`src/rtl/pipeline_mem_arbiter.sv`:
```
// Arbiter sharing one single-ported memory between instruction fetch and data access.
// Optional ack timeout with a sticky error flag is enabled by defining MEMARB_TIMEOUT_EN.
module pipeline_mem_arbiter #(
  parameter int ADDR_W  = 32,
  parameter int DATA_W  = 32,
  parameter int TIMEOUT = 15
) (
  input  logic              clk,
  input  logic              reset,
  input  logic              if_req,
  input  logic [ADDR_W-1:0] if_addr,
  output logic [DATA_W-1:0] if_rdata,
  output logic              if_ready,
  input  logic              dm_rd,
  input  logic              dm_wr,
  input  logic [ADDR_W-1:0] dm_addr,
  input  logic [DATA_W-1:0] dm_wdata,
  output logic [DATA_W-1:0] dm_rdata,
  output logic              dm_ready,
  output logic              mem_en,
  output logic              mem_we,
  output logic [ADDR_W-1:0] mem_addr,
  output logic [DATA_W-1:0] mem_wdata,
  input  logic [DATA_W-1:0] mem_rdata,
  input  logic              mem_ack,
  output logic              stall_if,
  output logic              stall_mem,
  output logic              err,
  output logic [1:0]        dbg_state
);

  // Memory handshake: mem_en rises with a registered request and stays high,
  // with mem_we/mem_addr/mem_wdata frozen, until the cycle mem_ack is sampled.
  typedef enum logic [1:0] {
    IDLE    = 2'd0,
    DM_BUSY = 2'd1,
    IF_BUSY = 2'd2,
    DONE    = 2'd3
  } state_t;

  state_t            state, next_state;
  logic              busy;
  logic              finish;
  logic              timeout_hit;
  logic [DATA_W-1:0] cap_data;

  assign busy      = (state == DM_BUSY) || (state == IF_BUSY);
  assign finish    = busy && (mem_ack || timeout_hit);
  assign cap_data  = mem_ack ? mem_rdata : '0;
  assign dbg_state = state;

  // Ready is only high in DONE, so both stalls fall on the advancing edge.
  assign stall_if  = if_req & ~if_ready;
  assign stall_mem = (dm_rd | dm_wr) & ~dm_ready;

`ifdef MEMARB_TIMEOUT_EN
  localparam logic [3:0] TO_LAST = 4'(TIMEOUT - 1);
  logic [3:0] to_cnt;
  logic       err_q;

  assign timeout_hit = busy && !mem_ack && (to_cnt == TO_LAST);
  assign err         = err_q;

  always_ff @(posedge clk or negedge reset) begin
    if (!reset) begin
      to_cnt <= '0;
      err_q  <= 1'b0;
    end else begin
      if (!busy)
        to_cnt <= '0;
      else if (!mem_ack)
        to_cnt <= to_cnt + 4'd1;
      if (timeout_hit)
        err_q <= 1'b1;
    end
  end
`else
  assign timeout_hit = 1'b0;
  assign err         = 1'b0;
`endif

  always_ff @(posedge clk or negedge reset) begin
    if (!reset)
      state <= IDLE;
    else
      state <= next_state;
  end

  always_comb begin
    next_state = state;
    case (state)
      IDLE: begin
        if (dm_rd || dm_wr)
          next_state = DM_BUSY;
        else if (if_req)
          next_state = IF_BUSY;
      end
      DM_BUSY, IF_BUSY: begin
        if (finish)
          next_state = DONE;
      end
      DONE:    next_state = IDLE;
      default: next_state = IDLE;
    endcase
  end

  always_ff @(posedge clk or negedge reset) begin
    if (!reset) begin
      mem_en    <= 1'b0;
      mem_we    <= 1'b0;
      mem_addr  <= '0;
      mem_wdata <= '0;
      if_rdata  <= '0;
      dm_rdata  <= '0;
      if_ready  <= 1'b0;
      dm_ready  <= 1'b0;
    end else begin
      if_ready <= 1'b0;
      dm_ready <= 1'b0;
      case (state)
        IDLE: begin
          if (dm_rd || dm_wr) begin
            mem_en    <= 1'b1;
            mem_we    <= dm_wr;
            mem_addr  <= dm_addr;
            mem_wdata <= dm_wdata;
          end else if (if_req) begin
            mem_en   <= 1'b1;
            mem_we   <= 1'b0;
            mem_addr <= if_addr;
          end
        end
        DM_BUSY: begin
          if (finish) begin
            mem_en   <= 1'b0;
            dm_ready <= 1'b1;
            if (!mem_we)
              dm_rdata <= cap_data;
          end
        end
        IF_BUSY: begin
          if (finish) begin
            mem_en   <= 1'b0;
            if_ready <= 1'b1;
            if_rdata <= cap_data;
          end
        end
        default: ;
      endcase
    end
  end

endmodule

```
`config.mk`:
```
export PLATFORM = sky130hd
export DESIGN_NAME = pipeline_mem_arbiter
export DESIGN_NICKNAME = d
export VERILOG_FILES = /design/src/rtl/pipeline_mem_arbiter.sv
export SDC_FILE = /design/constraint.sdc
export NUM_CORES = 1
export LEC_CHECK = 0
export ABC_AREA = 1
export CAP_MARGIN = 40
export CELL_PAD_IN_SITES_DETAIL_PLACEMENT = 1
export CELL_PAD_IN_SITES_GLOBAL_PLACEMENT = 1
export CORE_MARGIN = 3
export CORE_UTILIZATION = 29
export CTS_CLUSTER_DIAMETER = 30
export DETAILED_ROUTE_END_ITERATION = 10
export PLACE_DENSITY = 0.8
export SLEW_MARGIN = 20
export SYNTH_ARGS = -nofsm -noshare
export SYNTH_HDL_FRONTEND = slang
export SYNTH_SLANG_ARGS = --single-unit
```
`constraint.sdc`:
```
create_clock -name clk -period 1.68 [get_ports clk]
set_clock_uncertainty 0.05 [all_clocks]
set_input_delay 0.252 -clock clk [delete_from_list [all_inputs] [get_ports clk]]
set_output_delay 0.252 -clock clk [all_outputs]
set_load 0.005 [all_outputs]
```
Word level (Yosys, flattened, before mapping)

Index checks and enable logic that the tools add are counted.

Register bits: 134
Bits in latches: 0
RAM bits: 0
Bits in read-only memories: 0
Output and inout bits: 137
Logic and storage cells: 49
Memories: 0

Add/subtract/negate cells: 0
Multipliers: 0
Divide/modulo/power cells: 0
$lt $le $gt $ge: 0
Equality and inequality tests: 5
Shifts and indexed selects: 0
Multiplexer cells: 16
Bitwise gates (word level): 6
Reductions and logical operators: 13

Operators by type and width:

| kind               | count |
|---|---|
| $mux 32            | 3 |
| $mux 1             | 8 |
| $reduce_and 2->1   | 4 |
| $mux 2             | 3 |
| $pmux 2 s3         | 1 |
| $reduce_and 3->1   | 2 |
| $eq 2x2->1 const B | 2 |
| $reduce_bool 2->1  | 2 |
| $ne 3x3->1 const B | 1 |
| $not 1->1          | 3 |
| $and 1x1->1        | 2 |
| $eq 2x1->1 const B | 1 |
| $logic_not 2->1    | 1 |
| $logic_or 1x1->1   | 2 |
| $ne 2x1->1 const B | 1 |
| $pmux 1 s2         | 1 |
| $reduce_or 2->1    | 1 |
| $logic_and 1x1->1  | 1 |
| $or 1x1->1         | 1 |

Depth between registers and ports, before layout

Depth in word-level cells: 5
Mapped depth: 9

Worst setup path before layout

Ideal clock, no wire load.

Path kind: register to register
Start point: register state[0], in the netlist dbg_state[0]
End point: register if_rdata[23]
Library setup time: 130 ps
Arrival time: 1,341 ps
Slack: 158 ps
Cell stages (with the launch flop): 10
Path buffers: 2
Period minus slack after synthesis: 1,522 ps
Cell sequence: dfrtp_1 inv_1 ha_1 nand2_1 inv_1 nand2_1 buf_2 buf_2 nand2_1 o21ai_0

Word-level cells in the longest chain between the ends: 4
Elaborated cells on any way between the ends: 5

RTL lines:

| element                                         | RTL line | text |
|---|---|---|
| start, declared                                 | 41       | `state_t state, next_state;` |
| start signal, assigned                          | 86       | `state <= next_state;` |
| $eq 2x1->1 / $eq 2x2->1 (equally long branches) | 47, 120  |  |
| $logic_or 1x1->1                                | 47       | `assign busy = (state == DM_BUSY) \|\| (state == IF_BUSY);` |
| $logic_and 1x1->1                               | 48       | `assign finish = busy && (mem_ack \|\| timeout_hit);` |
| $reduce_and 2->1 (no line) (*)                  | --       |  |
| end signal, assigned                            | 145      | `if_rdata <= cap_data;` |
| end, declared                                   | 12       | `output logic [DATA_W-1:0] if_rdata,` |

Every way passes the cells marked *; elsewhere a longest branch is shown, timed or not.
A chain may end at the register's enable or synchronous reset.

Worst setup path in the final report

Start point: register mem_addr[13]
End point: output mem_addr[13]

RTL lines:

| element                | RTL line | text |
|---|---|---|
| start, declared        | 22       | `output logic [ADDR_W-1:0] mem_addr,` |
| start signal, assigned | 125      | `mem_addr <= dm_addr;` |
| start signal, assigned | 130      | `mem_addr <= if_addr;` |

No word-level cell between the ends.

==> run metrics <==
count of pins over their slew limit 0; Clock power frac 0.226; Worst path top cell family by delay buffers and inverters; TritonCTS clock tree built; Syn-to-layout area delta 67.0%; Synth area leader dfrtp_1; status completed; Post-synth top flop dfrtp_1; simple-gate share of the synthesized area 0.263; drt total wl 20.5 mm; PortBufs 269; GPL Wtd Cong 0.757; VDD IR max 682 uV; initial antenna violation count 0; first-pass GRT wire length 31.9 mm; Netlist cell types 20; cell-internal power 10,600 uW; critical path capture point type output port; Critical Path Max Stage Delay 0.55 ns; fin util 0.497; DR WL/cell 16.8 um; Num CTS Buffers 17; Fin. Hold Viols 0; Non-Filler Instances 1,222; post-synthesis sequential area ratio 0.596; share of cells above drive strength 1 0.0748; core area 18,900 sq um; DRC viols 0; FMAX 612 MHz; clock root cell clkbuf_16; main combinational cell family by area after synthesis simple AND/OR/NAND/NOR gates; Psw 5630 uW; syn_area_per_cell 8.43 sq um; Die Y-Extent 145 um; Synth Area in Adders 0.00889; Starting Density 0.298; Commonest cells post-synth nand2_1 (336), dfrtp_1 (134), o21ai_0 (56); synth warn 0; compound-cell area share of the yosys netlist 0.0605; CP Max Fanout 2; DR pass1 iterations 4; worst hold path class in -> async; Worst Path Arrival 1.33 ns; mux cell area share after synthesis 0; Tcrit/Tclk final 0.972; vias in the first global route 5,829; Critical Path Start Type register; depth of the CTS H-tree 4; Synth Area in XOR/XNOR 0; Mapped Area 5630 sq um; fin nets 1,087; # IOs 271; library cell with the highest instance count after synthesis nand2_1; Post-DP HPWL 14.3 mm; Seq cells post-synth 134; syn nets 806; later-pin clock latency in the skew report 0.41 ns; Comb pwr share 0.433; Final ANT Viol Nets 0; Reg clk slew, reported paths 0.07 ns; WP buf/inv 1; PwrDens 1720 nW/um^2; Starting DRT DRC Count 172; Ant. Diodes 0; die area 21,100 sq um; setup violators final 0; TritonCTS Sinks 134; Cells after DPL 1,181; crit path cell chain clkdlybuf4s50_1; synth top area cells dfrtp_1 (60%), nand2_1 (22%), o21ai_0 (5.0%); GRT Total Usage 0.188; number of flops mapped to enable cells by yosys 0; Die W 145 um; largest net degree at the start of global routing 65; Synth async-reset ratio 1.00; Max Cap Viol 0; Lkg Pwr 0.00470 uW; Net Sw Frac 0.348; clk buf depth 2; Seq pwr share 0.341; worst setup path category reg -> out; # rows 50; worst path required time 1.38 ns; min cycle time layout 1.63 ns; global route overflow 0; via count 5,480; slowest cell on the critical path clkdlybuf4s50_1; post-synth top area share 0.596; Mapped Cells 668; Vias/cell 4.48
## cell usage in the layout (no fill, tap or decap), drive strengths merged, types with 2 or more instances in the layout
| cell | instances |
|---|---|
| buf | 28 |
| clkbuf | 20 |
| clkdlybuf4s50 | 259 |
| clkinvlp | 2 |
| dfrtp | 134 |
| dlygate4sd2 | 4 |
| dlymetal6s2s | 4 |
| ha | 4 |
| inv | 58 |
| nand2 | 339 |
| nand3 | 34 |
| nor2 | 5 |
| o21ai | 67 |
## cell type report
cell class / instances / area, sq um
Clock inverter: 15 / 146
Fill cell: 2240 / 9490
Tap cell: 260 / 325
Clock buffer: 17 / 425
Multi-Input combinational cell: 451 / 1910
Inverter: 46 / 175
Sequential cell: 134 / 3350
Timing Repair Buffer: 299 / 3070
## worst register-to-register path, delay by kind of cell (launching register included)
family / cells / cell delay [ns]
buffers and inverters: 3 / 0.39
DFF: 1 / 0.37
and+or+nand+nor: 3 / 0.30
adders and majority gates: 1 / 0.29
AOI/OAI and AO/OA: 1 / 0.07
## metrics by stage
stage	setup slack, ns	instance area, sq um	hold slack [ns]	TNS [ns]	power (uW)
final	0.0469	9400	0.290	0	16200
after global routing	-0.00376	9400	0.299	-0.00457	17400
after CTS	0.00962	9250	0.258	0	16200
after detailed placement	-0.0949	8670	0.139	-1.99	12400
after global placement	-0.0826	8670	0.137	-1.03	12200
after floorplan	0.158	5630	-0.0936	0	8020
## timing repair
| action | in CTS | in global routing |
|---|---|---|
| setup buffers | 0 | 4 |
| cloned | 0 | 4 |
| gates resized for setup | 6 | 9 |
| setup endpoints to repair | 7 | 69 |
| pin swaps | 0 | 1 |
| endpoints found under the hold margin | 32 | 0 |
| hold buffers | 1 | 0 |
## registers in the layout, summed over array words and instances, names as in the netlist
| signal | cells |
|---|---|
| dbg_state | 2 |
| dm_rdata | 32 |
| dm_ready | 1 |
| if_rdata | 32 |
| if_ready | 1 |
| mem_addr | 32 |
| mem_en | 1 |
| mem_wdata | 32 |
| mem_we | 1 |
## path summary, 6_finish.rpt
check / startpoint / to / slack [ns] / cells after the start
worst max-delay path: mem_addr[13] / mem_addr[13] / 0.05 / 1
worst min-delay path: reset / mem_wdata[16] / 0.29 / 2
worst max register to register: dbg_state[1] / dm_rdata[13] / 0.10 / 8
worst min register to register: mem_wdata[26] / mem_wdata[26] / 0.42 / 2
max in group asynchronous: reset / if_rdata[8] / 0.72 / 3
min in group clk: mem_rdata[15] / dm_rdata[15] / 0.34 / 3
## cell families (layout without fill, tap and decap cells)
family / after synthesis / after routing
AOI/OAI and AO/OA: 68 / 68
adders and majority gates: 4 / 4
buffers and inverters: 83 / 377
DFF: 134 / 134
other: 1 / 1
and+or+nand+nor: 378 / 378
## power groups by stage
stage | logic, uW | clock network, uW | registers, uW
2_1_floorplan | 2410 | 0 | 5610
3_3_place_gp | 6680 | 0 | 5480
3_5_place_dp | 6870 | 0 | 5560
4_1_cts | 6890 | 3750 | 5530
5_1_grt | 7790 | 3910 | 5700
6_report | 7010 | 3660 | 5510
## routing by layer
metal  up-vias  share of wire  track usage  wire [um]
li1       2610              -            -          -
met1      2657           0.42        0.231       8520
met2       185           0.49        0.308      10100
met3        28          0.074       0.0687       1530
met4         0          0.020       0.0603        404
met5         -              0            0          0
No activity file was read; power rests on OpenSTA's default activity.
